===== src/rtl/regfile_dump_reader_pkg.sv =====
// Shared types and default widths for the register-file dump reader.
package regfile_dump_reader_pkg;

   typedef enum logic [1:0] {
      IDLE = 2'd0,
      LOAD = 2'd1,
      SEND = 2'd2,
      DONE = 2'd3
   } state_t;

   localparam int unsigned REGFILE_DATA_WIDTH = 32;
   localparam int unsigned REGFILE_ADDR_WIDTH = 5;

endpackage


===== src/rtl/regfile_dump_reader_reg.sv =====
// Plain N-bit register with load enable and asynchronous active-high clear.
module reg_word
   import regfile_dump_reader_pkg::*;
#(
   parameter int unsigned WIDTH = REGFILE_DATA_WIDTH
) (
   input  logic             clk,
   input  logic             clr,
   input  logic             en,
   input  logic [WIDTH-1:0] d,
   output logic [WIDTH-1:0] q
);

   // Hold value unless enabled; clear wins at any time.
   always_ff @(posedge clk or posedge clr) begin
      if (clr)     q <= '0;
      else if (en) q <= d;
   end

endmodule


===== src/rtl/regfile_dump_reader.sv =====
// Walks a contiguous register range and streams each word out over valid/ready.
module regfile_dump_reader
   import regfile_dump_reader_pkg::*;
#(
   parameter int unsigned DATA_WIDTH = REGFILE_DATA_WIDTH,
   parameter int unsigned ADDR_WIDTH = REGFILE_ADDR_WIDTH,
   parameter int unsigned NUM_REGS   = 32
) (
   input  logic                  clk,
   input  logic                  clr,
   input  logic                  start,
   input  logic [ADDR_WIDTH-1:0] base,
   input  logic [ADDR_WIDTH:0]   count,
   output logic [ADDR_WIDTH-1:0] rd_addr,
   input  logic [DATA_WIDTH-1:0] rd_data,
   output logic                  out_valid,
   input  logic                  out_ready,
   output logic [DATA_WIDTH-1:0] out_data,
   output logic [ADDR_WIDTH-1:0] out_addr,
   output logic                  busy,
   output logic                  done,
   output logic                  err
);

   localparam int unsigned CNT_W = ADDR_WIDTH + 1;
   localparam int unsigned SUM_W = ADDR_WIDTH + 2;

   state_t                state, state_d;
   logic [ADDR_WIDTH-1:0] cur, cur_d, rd_addr_c;
   logic [CNT_W-1:0]      rem, rem_d;
   logic [SUM_W-1:0]      range_end_c;
   logic                  range_bad_c, hs_c;
   logic                  accept_c, reject_c, cap_c, adv_c, valid_d;

   assign range_end_c = SUM_W'(base) + SUM_W'(count);
   assign range_bad_c = (count == '0) || (range_end_c > SUM_W'(NUM_REGS));
   assign hs_c        = out_valid & out_ready;
   assign rd_addr     = rd_addr_c;

   // Next state, read address and datapath enables.
   always_comb begin
      state_d   = state;
      rd_addr_c = '0;
      accept_c  = 1'b0;
      reject_c  = 1'b0;
      cap_c     = 1'b0;
      adv_c     = 1'b0;
      valid_d   = out_valid;
      case (state)
         IDLE: begin
            if (start) begin
               if (range_bad_c) begin
                  reject_c = 1'b1;
               end else begin
                  accept_c = 1'b1;
                  state_d  = LOAD;
               end
            end
         end
         LOAD: begin
            rd_addr_c = cur;
            cap_c     = 1'b1;
            valid_d   = 1'b1;
            state_d   = SEND;
         end
         SEND: begin
            // Next word is pre-presented so a handshake can capture it at once.
            rd_addr_c = cur + ADDR_WIDTH'(1);
            if (hs_c) begin
               if (rem > CNT_W'(1)) begin
                  cap_c = 1'b1;
                  adv_c = 1'b1;
               end else begin
                  valid_d = 1'b0;
                  state_d = DONE;
               end
            end
         end
         DONE: begin
            state_d = IDLE;
         end
         default: begin
            state_d = IDLE;
         end
      endcase
   end

   assign cur_d = accept_c ? base  : cur + ADDR_WIDTH'(1);
   assign rem_d = accept_c ? count : rem - CNT_W'(1);

   // State and registered status outputs.
   always_ff @(posedge clk or posedge clr) begin
      if (clr) begin
         state     <= IDLE;
         out_valid <= 1'b0;
         busy      <= 1'b0;
         done      <= 1'b0;
         err       <= 1'b0;
      end else begin
         state     <= state_d;
         out_valid <= valid_d;
         busy      <= (state_d != IDLE);
         done      <= (state_d == DONE);
         err       <= reject_c;
      end
   end

   reg_word #(.WIDTH(DATA_WIDTH)) u_out_data (
      .clk(clk), .clr(clr), .en(cap_c), .d(rd_data), .q(out_data)
   );

   reg_word #(.WIDTH(ADDR_WIDTH)) u_out_addr (
      .clk(clk), .clr(clr), .en(cap_c), .d(rd_addr_c), .q(out_addr)
   );

   reg_word #(.WIDTH(ADDR_WIDTH)) u_cur (
      .clk(clk), .clr(clr), .en(accept_c | adv_c), .d(cur_d), .q(cur)
   );

   reg_word #(.WIDTH(CNT_W)) u_rem (
      .clk(clk), .clr(clr), .en(accept_c | adv_c), .d(rem_d), .q(rem)
   );

endmodule

===== config.mk =====
export PLATFORM = sky130hd
export DESIGN_NAME = regfile_dump_reader
export DESIGN_NICKNAME = d
export VERILOG_FILES = /design/src/rtl/regfile_dump_reader_pkg.sv /design/src/rtl/regfile_dump_reader_reg.sv /design/src/rtl/regfile_dump_reader.sv
export SDC_FILE = /design/constraint.sdc
export NUM_CORES = 1
export LEC_CHECK = 0
export ABC_AREA = 1
export BUFFER_PORTS_ARGS = -buffer_cell sky130_fd_sc_hd__buf_2
export CAP_MARGIN = 25
export CORE_MARGIN = 8
export CORE_UTILIZATION = 50
export DETAILED_ROUTE_END_ITERATION = 8
export GPL_ROUTABILITY_DRIVEN = 0
export PLACE_DENSITY = 0.89
export SKIP_LAST_GASP = 1
export SLEW_MARGIN = 30
export SYNTH_ARGS = -nofsm -noshare
export SYNTH_HDL_FRONTEND = slang
export SYNTH_SLANG_ARGS = --single-unit

===== constraint.sdc =====
create_clock -name clk -period 2.4 [get_ports clk]
set_clock_uncertainty 0.2 [all_clocks]
set_input_delay 0.24 -clock clk [delete_from_list [all_inputs] [get_ports clk]]
set_output_delay 0.24 -clock clk [all_outputs]
set_load 0.02 [all_outputs]

# Word level (Yosys, flattened, before mapping)
# Index checks and enable logic that the tools add are counted.
[word_totals]
rom_bits = 0
memories = 0
mem_bits_rw = 0
latch_bits = 0
reg_bits = 54
out_inout_bits = 46
[op_classes]
n_reduce_logical = 6
n_mul = 0
n_eq_ne = 6
magnitude_cmp = 2
n_bitwise = 2
addsub = 3
n_div = 0
n_shift = 0
muxes = 21
[ops]
columns = ["operator", "count"]
rows = [
  ["2-to-1 mux 1 bit", 11],
  ["case mux 5 bit (2 select lines)", 1],
  ["2-to-1 mux 2 bit", 4],
  ["case mux 2 bit (4 select lines)", 1],
  ["adder 5 x 6 -> 7 bit", 1],
  ["> comparator 7 x 6 -> 1 bit, second input constant", 1],
  ["== test 2 bit, second input constant", 3],
  ["> comparator 6 x 1 -> 1 bit, second input constant", 1],
  ["zero test 6 bit", 1],
  ["2-to-1 mux 6 bit", 1],
  ["subtractor 6 x 1 -> 6 bit, second input constant", 1],
  ["adder 5 x 1 -> 5 bit, second input constant", 1],
  ["2-to-1 mux 5 bit", 1],
  ["!= test 2 bit, second input constant", 2],
  ["case mux 1 bit (2 select lines)", 2],
  ["nonzero test 2 bit", 2],
  ["AND reduction 3 bit", 1],
  ["== test 2 x 1 -> 1 bit, second input constant", 1],
  ["zero test 2 bit", 1],
  ["AND 1 bit", 1],
  ["logical OR 1 bit", 1],
  ["bitwise OR 1 bit", 1],
]

# Logic depth before layout (Yosys ltp)
# Gate-level depths: netlist of the first run.
[depth]
ltp_word = 7
ltp_mapped = 15
depth_no_buf = 15

# Modules after synthesis
# From an unflattened synthesis of the first run, not the netlist that was laid out.
[hier_totals]
cells_unflattened = 358
hier_area_um2 = 2916.5
[by_module_without_submodules]
columns = ["module", "cells_per_inst", "seq_area_each_um2", "n_inst", "area_each_um2"]
rows = [
  ["reg_word at u_out_data", 137, 800.8, 1, 1296.2],
  ["regfile_dump_reader", 151, 150.1, 1, 1017.2],
  ["reg_word at u_cur ...", 22, 125.1, 2, 188.9],
  ["reg_word at u_rem", 26, 150.1, 1, 225.2],
]

# Worst setup path before layout of the first run
# No wires, ideal clock.
[synth_timing]
path_kind = "in2reg"
start = "in base[0]"
end = "reg u_rem.q[0]"
required_time_ps = 2083
n_path_buf = 1
path_stages = 13
slack_ps = 351
arrival_time_ps = 1732
setup_ps = 117
cell_sequence = "ha_1 inv_1 fa_1 inv_1 nor2_1 nand3_1 a21oi_1 nand3_1 nand2_2 nand3_4 buf_6 o21ai_1 inv_1"
[synth_between]
elab_chain_cells = 7
word_cells_on_any_way = 8
classes_between = "add/sub: 1; order compare: 1; mux: 4; bitwise: 1; reduce/logical: 1"
[synth_rtl]
columns = ["item", "line", "text"]
rows = [
  ["start, declared", "regfile_dump_reader.sv:12", "input logic [ADDR_WIDTH-1:0] base,"],
  ["adder 5 x 6 -> 7 bit (*)", "regfile_dump_reader.sv:35", "assign range_end_c = SUM_W'(base) + SUM_W'(count);"],
  ["> comparator 7 x 6 -> 1 bit (*)", "regfile_dump_reader.sv:36", "assign range_bad_c = (count == '0) || (range_end_c > SUM_W'(NUM_REGS));"],
  ["logical OR 1 bit (*)", "regfile_dump_reader.sv:36", ""],
  ["2-to-1 mux 1 bit (*)", "regfile_dump_reader.sv:52", "if (range_bad_c) begin"],
  ["2-to-1 mux 1 bit (*)", "regfile_dump_reader.sv:51", "if (start) begin"],
  ["2-to-1 mux 1 bit (*)", "regfile_dump_reader.sv:49", "case (state)"],
  ["2-to-1 mux 6 bit / bitwise OR 1 bit (equally long branches)", "regfile_dump_reader.sv:89, regfile_dump_reader.sv:121", ""],
  ["end signal, assigned", "regfile_dump_reader_reg.sv:16", "if (clr) q <= '0;"],
  ["end signal, assigned", "regfile_dump_reader_reg.sv:17", "else if (en) q <= d;"],
  ["end, declared", "regfile_dump_reader_reg.sv:11", "output logic [WIDTH-1:0] q"],
]
# Mark *: on every way between the ends. The rest lies on a longest branch, timed or not.
# A chain may end at the register's enable or synchronous reset.

# Worst setup path after layout of the first run
[layout_timing]
start = "reg u_cur.q[0]"
end = "out rd_addr[4]"
[layout_between]
elab_chain_cells = 2
[layout_rtl]
columns = ["item", "line", "text"]
rows = [
  ["start, declared", "regfile_dump_reader_reg.sv:11", ""],
  ["start signal, assigned", "regfile_dump_reader_reg.sv:16", ""],
  ["start signal, assigned", "regfile_dump_reader_reg.sv:17", ""],
  ["adder 5 x 1 -> 5 bit", "regfile_dump_reader.sv:68", "rd_addr_c = cur + ADDR_WIDTH'(1);"],
  ["case mux 5 bit (2 select lines)", "regfile_dump_reader.sv:49", ""],
  ["end, declared", "regfile_dump_reader.sv:14", "output logic [ADDR_WIDTH-1:0] rd_addr,"],
]
# No other way between the ends.

==> summary.md, run 1 <==
| Metric | Value |
|---|---|
| DP HPWL | 5.45 mm |
| Vias per cell | 5.10 |
| Status | completed |
| Crit Path Category | reg -> out |
| H-tree lvl count | 2 |
| Post-Syn Area | 2790 µm² |
| Arr. time, crit path | 1.79 ns |
| NumNets Final | 535 |
| RSZ-0062 raised after global routing | false |
| Post-Synthesis Net Count | 401 |
| Drt total wl | 8.52 mm |
| Post-layout min period | 2.23 ns |
| Worst hold-check path type | in -> reg |
| CP peak stage delay | 0.45 ns |
| Syn Area/Cell | 8.15 µm² |
| P&R area growth vs syn | 37.9% |
| Core ar. | 5440 µm² |
| Clock Tree Buf Depth | 2 |
| Worst Path Max Fanout | 5 |
| Initial drt markers | 154 |
| Setup WS pre-CTS | 0.0917 ns |
| Sequential share of the synthesized area | 48.5% |
| TritonCTS Buffers | 5 |
| Die height | 90.7 µm |
| Main flop type after synthesis | dfrtp_1 |
| VDD IR max | 644 µV |
| Pint | 0.00248 W |
| Post-synth top cells | nand2_1, dfrtp_1, nand3_1 |
| CP endpoint kind | output pin |
| Slew Limit Fails | 0 |
| Clock latency on the worst-skew pair | 0.30 ns |
| Max-Cap Viols | 0 |
| TritonRoute pass-1 iters | 5 |
| CTS tree | built |
| Total die area | 8220 µm² |
| Slew Limit Headroom | 72.9% |
| Worst Max-Slew Pin Slew | 0.407 ns |
| Vias in the first global route | 2,861 |
| Via count | 2,799 |
| Sequential share of power | 34.4% |
| Antenna-violating nets left | 0 |
| Most instantiated library cell after synthesis | nand2_1 |
| Layout cells sized above 1 | 26.6% |
| Clk network pwr share | 12.6% |
| Yosys warnings | 0 |
| Initial Utilization | 51.2% |
| CP max-delay cell | dfrtp_1 |
| Startpoint Class | register |
| Hold_ws | 0.00371 ns |
| Slack of the critical path | 0.169 ns |
| Critical Path RT | 1.96 ns |
| Yosys reg bits | 54 |
| Overall Power | 0.00473 W |
| Setup violations, final | 0 |
| First-pass GRT wire length | 13.9 mm |
| DR DRC count | 0 |
| Clock slew at reported path FFs | 0.09 ns |
| DR WL/cell | 15.5 µm |
| Antenna violations before repair | 0 |
| Post-synth cell types | 30 |
| Critical Path, Cell by Cell | ha_1, nand3_1, xor2_1, o21ai_0, inv_1, nor2_1, buf_2 |
| Largest cells by area after synthesis | dfrtp_1, nand2_1, nand3_1 |
| Ant. Diodes | 0 |
| Async SR Flop Fraction | 100% |
| Combinational power share | 52.9% |
| Cells after Synth | 342 |
| Ports | 93 |
| Total gr overflow | 0 |
| Largest area contributor in the netlist | dfrtp_1 |
| Setup repair bufs after CTS | 0 |
| Largest net degree at the start of global routing | 42 |
| Switching share of power | 47.6% |
| Clk sinks | 54 |
| Post-synth top area share | 48.5% |
| Pleak | 2.12 nW |
| Power per Cell Area | 1230 nW/µm² |
| Root Driver | clkbuf_8 |
| Gr usage total | 20.6% |
| Standard-cell rows | 27 |
| Final Hold Vio Count | 0 |
| Die width | 90.7 µm |
| Net Sw Power | 0.00225 W |
| Setup TNS | 0 ns |
| Post-synth EDFFs | 0 |
| Final period utilization | 93.0% |
| Input/output buffers | 92 |
| Max Fclk | 0.448 GHz |
[cells by family after synthesis]
kind of cell | Yosys count | synth area share, %
AO/OA/AOI/OAI | 24 | 6.38
buffers and inverters | 44 | 6.78
flip-flops | 54 | 48.5
adder cells (fa/ha/maj) | 12 | 5.66
XOR/XNOR | 8 | 2.51
AND/OR/NAND/NOR | 200 | 30.2
[worst paths after layout]
check,startpoint,end,slack (ns),cells after the start
min,base[2],u_cur.q[2]$_DFFE_PP0P_,0.004,3
min reg2reg,u_out_data.q[0]$_DFFE_PP0P_,u_out_data.q[0]$_DFFE_PP0P_,0.29,2
max in group asynchronous,clr,u_cur.q[1]$_DFFE_PP0P_,1.17,4
max,u_cur.q[0]$_DFFE_PP0P_,rd_addr[4],0.17,7
min in group asynchronous,clr,u_out_data.q[20]$_DFFE_PP0P_,0.24,3
max reg2reg,u_rem.q[0]$_DFFE_PP0P_,u_out_data.q[18]$_DFFE_PP0P_,0.21,8
[per-stage QoR]
step / instance area, µm² / utilization (%) / std cells
after floorplan: 2790 / - / 342
after global placement: 3320 / 61.1 / 502
after detailed placement: 3320 / 61.1 / 502
after CTS: 3820 / 70.3 / 549
after global routing: 3840 / 70.7 / 549
final: 3840 / 70.7 / 549
[flip-flops by register name (all words and copies together), names as in the netlist]
signal	count
u_cur.q	5
u_out_data.q	32
u_rem.q	6
u_out_addr.q	5
busy	1
done	1
out_valid	1
err	1
state	2
[final cells by class]
cell class	count	area (µm²)
fillers	398	1600
flip-flops and latches	54	1350
multi-input cells	244	1260
repair buffers	137	900
inverters	34	130
well taps	72	90.1
clock buffers	6	72.6
clock inverters	2	37.5
[repair_timing]
item,in CTS,in global routing
hold buffers,39,0
hold endpoints to repair,53,0
setup endpoints to repair,0,19
gates resized for setup,0,5
[critical path: cells and delay by family (launching register included)]
kind / cells / cell delay (ns)
compound gates: 1 / 0.17
xor+xnor: 1 / 0.17
fa+ha+maj: 1 / 0.22
buf+inv: 2 / 0.26
flops: 1 / 0.45
simple gates: 2 / 0.21
[cells in the final DEF, fill, tap and decap left out, types with 2 or more instances in the layout]
| master | count |
|---|---|
| dfrtp_1 | 54 |
| nor3_1 | 2 |
| o21ai_2 | 6 |
| nand4_1 | 2 |
| ha_1 | 10 |
| or2_1 | 2 |
| nand2_2 | 2 |
| clkbuf_8 | 5 |
| dlygate4sd3_1 | 39 |
| a22o_1 | 2 |
| o21ai_0 | 4 |
| inv_2 | 4 |
| or2_2 | 2 |
| nand3_1 | 32 |
| nor2_1 | 11 |
| a21oi_4 | 2 |
| xor2_1 | 8 |
| a21oi_1 | 5 |
| nand2_1 | 143 |
| inv_1 | 29 |
| buf_4 | 5 |
| buf_2 | 92 |
[power groups by stage]
stage	Sequential, W	Clock (W)	Combinational (W)
CTS	0.00159	0.000607	0.00243
detailed placement	0.00161	0	0.00237
global route	0.00166	0.000642	0.00274
global placement	0.00159	0	0.00228
finish	0.00163	0.000597	0.00250
floorplan	0.00199	0	0.00125
[routing by layer]
metal  share of wire (%)  track usage [%]  vias to the layer above
li1                    -                -                     1327
met2                  49             35.4                      144
met4                 1.5             6.10                        0
met3                 9.5             5.49                       12
met5                   0                0                        -
met1                  40             24.4                     1316
No activity file was read; power rests on OpenSTA's default activity.
==> inputs of run 2 (changes only) <==
Settings changed: CORE_UTILIZATION 50 to 35, PLACE_DENSITY 0.89 to 0.69, SYNTH_HIERARCHICAL set to 1.
==> summary.md, run 2 <==
| Metric | Value |
|---|---|
| Standard-cell rows | 33 (was 27) |
| Buf/Inv on CP | 1 (was 2) |
| Arr. time, crit path | 1.82 ns (was 1.79 ns) |
| Worst Max-Slew Pin Slew | 0.407 ns (about the same) |
| First-pass GRT wire length | 12.4 mm (was 13.9 mm) |
| Finished Cell Area | 3980 µm² (was 3840 µm²) |
| Clock slew at reported path FFs | 0.11 ns (was 0.09 ns) |
| Post-layout min period | 2.26 ns (was 2.23 ns) |
| Yosys reg bits | 54 (unchanged) |
| Status | completed (unchanged) |
| Slew Limit Headroom | 72.9% (about the same) |
| Vias per cell | 4.53 (was 5.10) |
| CTS tree | built (unchanged) |
| Reg area | 1350 µm² (about the same) |
| Post-synth top cells | nand2_1, dfrtp_1, inv_1 (was nand2_1, dfrtp_1, nand3_1) |
| Post-place instance area | 3470 µm² (was 3320 µm²) |
| Max FFs per register | 32 (unchanged) |
| TritonCTS Buffers | 5 (unchanged) |
| Cells after Synth | 358 (was 342) |
| Reg2reg end | u_out_data/q[12]$_DFFE_PP0P_ (was u_out_data.q[18]$_DFFE_PP0P_) |
| End of the worst hold path | out_valid$_DFFE_PP0P_ (was u_cur.q[2]$_DFFE_PP0P_) |
| Post-synth EDFFs | 0 (unchanged) |
| Largest registers | u_out_data/q: 32 flops, u_rem/q: 6 flops (was u_out_data.q: 32 flops, u_rem.q: 6 flops) |
| DR WL/cell | 13.0 µm (was 15.5 µm) |
| Pleak | 2.20 nW (was 2.12 nW) |
| Post-Synthesis Net Count | 417 (was 401) |
| Clock latency on the worst-skew pair | 0.31 ns (was 0.30 ns) |
| Yosys warnings | 6 (was 0) |
| Die width | 107 µm (was 90.7 µm) |
| Multi-input logic area | 1330 µm² (was 1260 µm²) |
| Largest net degree at the start of global routing | 33 (was 42) |
| Die height | 107 µm (was 90.7 µm) |
| VDD IR max | 352 µV (was 644 µV) |
| Main flop type after synthesis | dfrtp_1 (unchanged) |
| Critical Path, Cell by Cell | ha_1, nand3_1, xor2_1, or2_1, a21oi_1, buf_2 (was ha_1, nand3_1, xor2_1, o21ai_0, inv_1, nor2_1, buf_2) |
| Initial drt markers | 112 (was 154) |
| Ports | 93 (unchanged) |
| Most common cell after layout, fill and taps aside | nand2_1 (unchanged) |
| Clk sinks | 54 (unchanged) |
| Final period utilization | 94.1% (was 93.0%) |
| Antenna violations before repair | 0 (unchanged) |
| Core ar. | 8130 µm² (was 5440 µm²) |
| Setup violations, final | 0 (unchanged) |
| Post-Syn Area | 2920 µm² (was 2790 µm²) |
| Final Hold Vio Count | 0 (unchanged) |
| Via count | 2,708 (was 2,799) |
| Hold Path Depth | 4 (was 3) |
| Max Fclk | 0.443 GHz (was 0.448 GHz) |
| Crit Path Category | reg -> out (unchanged) |
| Gr usage total | 13.0% (was 20.6%) |
| Total die area | 11,500 µm² (was 8220 µm²) |
| NumNets Final | 551 (was 535) |
| CP endpoint kind | output pin (unchanged) |
| Filler cell count | 747 (was 398) |
| Startpoint Class | register (unchanged) |
| Slew Limit Fails | 0 (unchanged) |
| Most flops, register | u_out_data/q (was u_out_data.q) |
| Leading cell types in the layout, fill and taps excluded | nand2_1, buf_2, dfrtp_1 (unchanged) |
| Power per Cell Area | 1200 nW/µm² (was 1230 nW/µm²) |
| Most instantiated library cell after synthesis | nand2_1 (unchanged) |
| R2r worst-path depth | 10 (was 8) |
| Initial Utilization | 35.9% (was 51.2%) |
| Max-Cap Viols | 0 (unchanged) |
| Slack of the critical path | 0.142 ns (was 0.169 ns) |
| Critical Path RT | 1.96 ns (about the same) |
| Vias in the first global route | 2,588 (was 2,861) |
| CP max-delay cell | dfrtp_2 (was dfrtp_1) |
| Total gr overflow | 0 (unchanged) |
| Overall Power | 0.00478 W (was 0.00473 W) |
| Post-synth top area share | 46.3% (was 48.5%) |
| Largest cells by area after synthesis | dfrtp_1, nand2_1, ha_1 (was dfrtp_1, nand2_1, nand3_1) |
| Async SR Flop Fraction | 100% (unchanged) |
| DP HPWL | 5.50 mm (was 5.45 mm) |
| Hold_ws | 0.0456 ns (was 0.00371 ns) |
| Ant. Diodes | 0 (unchanged) |
| Top delay family on crit path | flip-flops (unchanged) |
| Root Driver | clkbuf_8 (unchanged) |
| Final Util | 48.9% (was 70.7%) |
| Antenna-violating nets left | 0 (unchanged) |
| Reg2reg setup slack | 0.20 ns (was 0.21 ns) |
| Drt total wl | 7.77 mm (was 8.52 mm) |
| Sequential share of the synthesized area | 46.3% (was 48.5%) |
| Largest area contributor in the netlist | dfrtp_1 (unchanged) |
| P&R area growth vs syn | 36.4% (was 37.9%) |
| Layout cells sized above 1 | 31.0% (was 26.6%) |
| Worst hold-check path type | in -> reg (unchanged) |
| Setup WS pre-CTS | -0.0562 ns (was 0.0917 ns) |
| Worst r2r src | u_rem/q[0]$_DFFE_PP0P_ (was u_rem.q[0]$_DFFE_PP0P_) |
| Worst Path Max Fanout | 6 (was 5) |
| Syn Area/Cell | 8.15 µm² (about the same) |
| DR DRC count | 0 (unchanged) |
| TritonRoute pass-1 iters | 4 (was 5) |
| H-tree lvl count | 2 (unchanged) |
| Hold path start | out_ready (was base[2]) |
| CP peak stage delay | 0.45 ns (about the same) |
| Input/output buffers | 92 (unchanged) |
| Post-synth cell types | 31 (was 30) |
| Clock Tree Buf Depth | 2 (unchanged) |
run 2: cell types whose count changed in the layout (fill, tap and decap cells not counted), moves of 3 or more:
cell | before | now
xor2_1 | 8 | 2
nand2_2 | 2 | 22
a21oi_1 | 5 | 9
dlygate4sd3_1 | 39 | 34
nor2_1 | 11 | 6
buf_4 | 5 | 8
nand2_1 | 143 | 173
nand3_1 | 32 | 9
inv_1 | 29 | 24
xnor2_1 | 0 | 5
run 2: final cells by class:
type	instances	area share (%)
clock buffers	5	1.73
clock inverters	3	1.13
flip-flops and latches	54	34.0
multi-input cells	264	33.5
well taps	105	3.30
inverters	30	3.08
repair buffers	137	23.3
run 2: what timing repair did:
item	4_1_cts	5_1_grt
gates resized for setup	0	2
hold buffers	34	0
endpoints found under the setup margin	0	28
setup buffers	0	1
endpoints found under the hold margin	87	0
run 2: worst max path at each step:
| stage | endpoint | start | depth (start not counted) | slack, ns |
|---|---|---|---|---|
| floorplan | u_rem/q[2]$_DFFE_PP0P_ | base[0] | 15 | 0.12 |
| global placement | u_cur/q[4]$_DFFE_PP0P_ | count[0] | 16 | -0.004 |
| detailed placement | u_cur/q[4]$_DFFE_PP0P_ | count[0] | 16 | -0.06 |
| CTS | rd_addr[4] | u_cur/q[0]$_DFFE_PP0P_ | 6 | 0.06 |
| global route | rd_addr[4] | state[0]$_DFF_PP0_ | 6 | -0.005 |
| finish | rd_addr[4] | u_cur/q[0]$_DFFE_PP0P_ | 6 | 0.14 |
run 2: per-stage QoR:
stage	setup TNS [ns]	std cells
2_1_floorplan	0	358
3_3_place_gp	-0.00387	554
3_5_place_dp	-0.269	554
6_report	0	598
5_1_grt	-0.00529	598
4_1_cts	0	596
run 2: worst register-to-register path, stage by stage (launching register included):
cell and delay [ns]:
dfrtp_1 0.39, inv_1 0.09, ha_1 0.25, o21ai_1 0.19
nor3_2 0.08, nand3b_1 0.27, a21oi_4 0.22, buf_12 0.16
buf_12 0.15, nand2_1 0.08, nand2_1 0.08
run 2: cells by family after synthesis:
| logic type | count (synthesis) | share of synthesized area, % |
|---|---|---|
| AND/OR/NAND/NOR | 222 | 32.6 |
| flip-flops | 54 | 46.3 |
| buffers and inverters | 40 | 8.67 |
| AO/OA/AOI/OAI | 23 | 4.89 |
| adder cells (fa/ha/maj) | 12 | 5.41 |
| XOR/XNOR | 7 | 2.10 |
run 2: where the power goes:
part	total, W	switching (W)	internal [W]
Clock	0.000618	0.000307	0.000311
Combinational	0.00254	0.00159	0.000947
Sequential	0.00162	0.000280	0.00134
Total	0.00478	0.00218	0.00260
run 2: per-layer routing:
metal,vias to the layer above,wire (µm),GRT usage (%),share of wire [%]
met3,8,620,3.11,8.0
met5,-,0,0,0
met4,0,74,3.12,0.95
li1,1361,-,-,-
met2,97,3620,21.5,47
met1,1242,3450,16.6,44
==> inputs of run 3 (changes only) <==
Settings changed: CELL_PAD_IN_SITES_DETAIL_PLACEMENT set to 0, CELL_PAD_IN_SITES_GLOBAL_PLACEMENT set to 2, CORE_UTILIZATION 35 to 29, PLACE_DENSITY 0.69 to not set, PLACE_DENSITY_LB_ADDON set to 0.1.
==> summary.md, run 3 (synthesized netlist as in run 2, its figures left out) <==
| Metric | Value |
|---|---|
| Largest net degree at the start of global routing | 33 (unchanged) |
| Leading cell types in the layout, fill and taps excluded | nand2_1, buf_2, dfrtp_1 (unchanged) |
| Root Driver | clkbuf_8 (unchanged) |
| Setup violations, final | 0 (unchanged) |
| Critical Path Stages | 6 (unchanged) |
| Critical path launch point | u_cur/q[1]$_DFFE_PP0P_ (was u_cur/q[0]$_DFFE_PP0P_) |
| Core ar. | 9770 µm² (was 8130 µm²) |
| Slew Limit Headroom | 72.2% (was 72.9%) |
| TritonRoute pass-1 iters | 4 (unchanged) |
| Reg2reg end | u_out_data/q[7]$_DFFE_PP0P_ (was u_out_data/q[12]$_DFFE_PP0P_) |
| Finished Cell Area | 4090 µm² (was 3980 µm²) |
| Final Hold Vio Count | 0 (unchanged) |
| Post-place instance area | 3570 µm² (was 3470 µm²) |
| Initial drt markers | 111 (was 112) |
| Max Fclk | 0.430 GHz (was 0.443 GHz) |
| CTS tree | built (unchanged) |
| TritonCTS Buffers | 5 (unchanged) |
| DR DRC count | 0 (unchanged) |
| Overall Power | 0.00486 W (was 0.00478 W) |
| Worst Path Max Fanout | 4 (was 6) |
| Input/output buffers | 92 (unchanged) |
| Status | completed (unchanged) |
| Vias in the first global route | 2,684 (was 2,588) |
| Die width | 116 µm (was 107 µm) |
| DP HPWL | 6.06 mm (was 5.50 mm) |
| Final period utilization | 96.9% (was 94.1%) |
| Placed insts | 591 (was 554) |
| Clock Tree Buf Depth | 2 (unchanged) |
| Buf/Inv on CP | 1 (unchanged) |
| Final Util | 41.9% (was 48.9%) |
| Antenna-violating nets left | 0 (unchanged) |
| Clk sinks | 54 (unchanged) |
| H-tree lvl count | 2 (unchanged) |
| CP peak stage delay | 0.41 ns (was 0.45 ns) |
| Most flops, register | u_out_data/q (unchanged) |
| RSZ-0062 raised after global routing | true |
| CP endpoint | rd_addr[4] (unchanged) |
| P&R area growth vs syn | 40.3% (was 36.4%) |
| Max-Cap Viols | 0 (unchanged) |
| Initial Utilization | 29.8% (was 35.9%) |
| Worst Max-Slew Pin Slew | 0.417 ns (was 0.407 ns) |
| Largest registers | u_out_data/q: 32 flops, u_rem/q: 6 flops (unchanged) |
| Gr usage total | 12.1% (was 13.0%) |
| Die height | 116 µm (was 107 µm) |
| Reg2reg setup slack | 0.23 ns (was 0.20 ns) |
| Critical Path RT | 1.96 ns (about the same) |
| Standard-cell rows | 36 (was 33) |
| Total gr overflow | 0 (unchanged) |
| R2r worst-path depth | 11 (was 10) |
| Vias per cell | 4.13 (was 4.53) |
| Power per Cell Area | 1190 nW/µm² (was 1200 nW/µm²) |
| Arr. time, crit path | 1.89 ns (was 1.82 ns) |
| VDD IR max | 457 µV (was 352 µV) |
| CP max-delay cell | dfrtp_1 (was dfrtp_2) |
| First-pass GRT wire length | 13.0 mm (was 12.4 mm) |
| CP endpoint kind | output pin (unchanged) |
| Post-layout min period | 2.33 ns (was 2.26 ns) |
| NumNets Final | 561 (was 551) |
| Layout Cells excl Fill | 636 (was 598) |
| Top delay family on crit path | flip-flops (unchanged) |
| Drt total wl | 8.10 mm (was 7.77 mm) |
| Crit Path Category | reg -> out (unchanged) |
| Slew Limit Fails | 0 (unchanged) |
| Clock slew at reported path FFs | 0.10 ns (was 0.11 ns) |
| Filler cell count | 1,054 (was 747) |
| Most common cell after layout, fill and taps aside | nand2_1 (unchanged) |
| Clock latency on the worst-skew pair | 0.31 ns (about the same) |
| Via count | 2,628 (was 2,708) |
| DR WL/cell | 12.7 µm (was 13.0 µm) |
| Max FFs per register | 32 (unchanged) |
| Total die area | 13,500 µm² (was 11,500 µm²) |
| Startpoint Class | register (unchanged) |
| Worst hold-check path type | in -> reg (unchanged) |
| Ports | 93 (unchanged) |
| Ant. Diodes | 0 (unchanged) |
| Hold_ws | 0.0554 ns (was 0.0456 ns) |
| Antenna violations before repair | 0 (unchanged) |
| Layout cells sized above 1 | 32.2% (was 31.0%) |
| Critical Path, Cell by Cell | ha_1, nand3_1, xor2_1, or2_1, a21oi_1, buf_2 (unchanged) |
| Pleak | 2.26 nW (was 2.20 nW) |
| Worst r2r src | u_rem/q[0]$_DFFE_PP0P_ (unchanged) |
## run 3: area by class of cell
cell class	count	area, µm²	area share (%)
Sequential cell	54	1350	33.0
Multi-Input combinational cell	265	1350	32.9
Timing Repair Buffer	146	976	23.8
Tap cell	133	166	4.07
Inverter	30	133	3.24
Clock buffer	6	82.6	2.02
Clock inverter	2	38.8	0.948
## run 3: worst min-delay path: cells and delay by family
kind / cells / cell delay, ns
AOI/OAI and AO/OA: 1 / 0.09
buffers and inverters: 2 / 0.17
and+or+nand+nor: 1 / 0.04
## run 3: timing repair
action | 4_1_cts | 5_1_grt
endpoints found under the setup margin | 0 | 13
resized for setup | 0 | 5
hold buffers | 34 | 0
hold endpoints to repair | 87 | 0
buffers inserted | 0 | 2
## run 3: worst min path at each step
stage / slack, ns / endpoint / from / cells after the start
final: 0.06 / out_valid$_DFFE_PP0P_ / out_ready / 4
after global placement: 0.01 / u_out_addr/q[3]$_DFFE_PP0P_ / clr / 2
after floorplan: -0.18 / u_cur/q[0]$_DFFE_PP0P_ / clr / 1
after global routing: 0.07 / out_valid$_DFFE_PP0P_ / out_ready / 4
after CTS: 0.04 / out_valid$_DFFE_PP0P_ / out_ready / 4
after detailed placement: 0.01 / u_out_addr/q[3]$_DFFE_PP0P_ / clr / 2
## run 3: per-layer routing
layer  global-route usage [%]  vias up  part of all wire [%]
li1                         -     1388                     -
met1                     15.3     1180                    45
met2                     20.6       55                    48
met3                     2.74        5                   5.9
met4                     2.85        0                  0.91
met5                        0        -                     0
## run 3: power by group
group	leakage, nW	internal (W)	switching, W
sequential	0.675	0.00134	0.000250
clock	0.0618	0.000344	0.000322
combinational	1.52	0.00100	0.00161
## run 3: stage by stage
step	TNS, ns	setup WS, ns
5_1_grt	-0.0625	-0.0625
3_3_place_gp	-0.0310	-0.0184
4_1_cts	0	0.0233
2_1_floorplan	0	0.116
6_report	0	0.0735
3_5_place_dp	-0.588	-0.0711
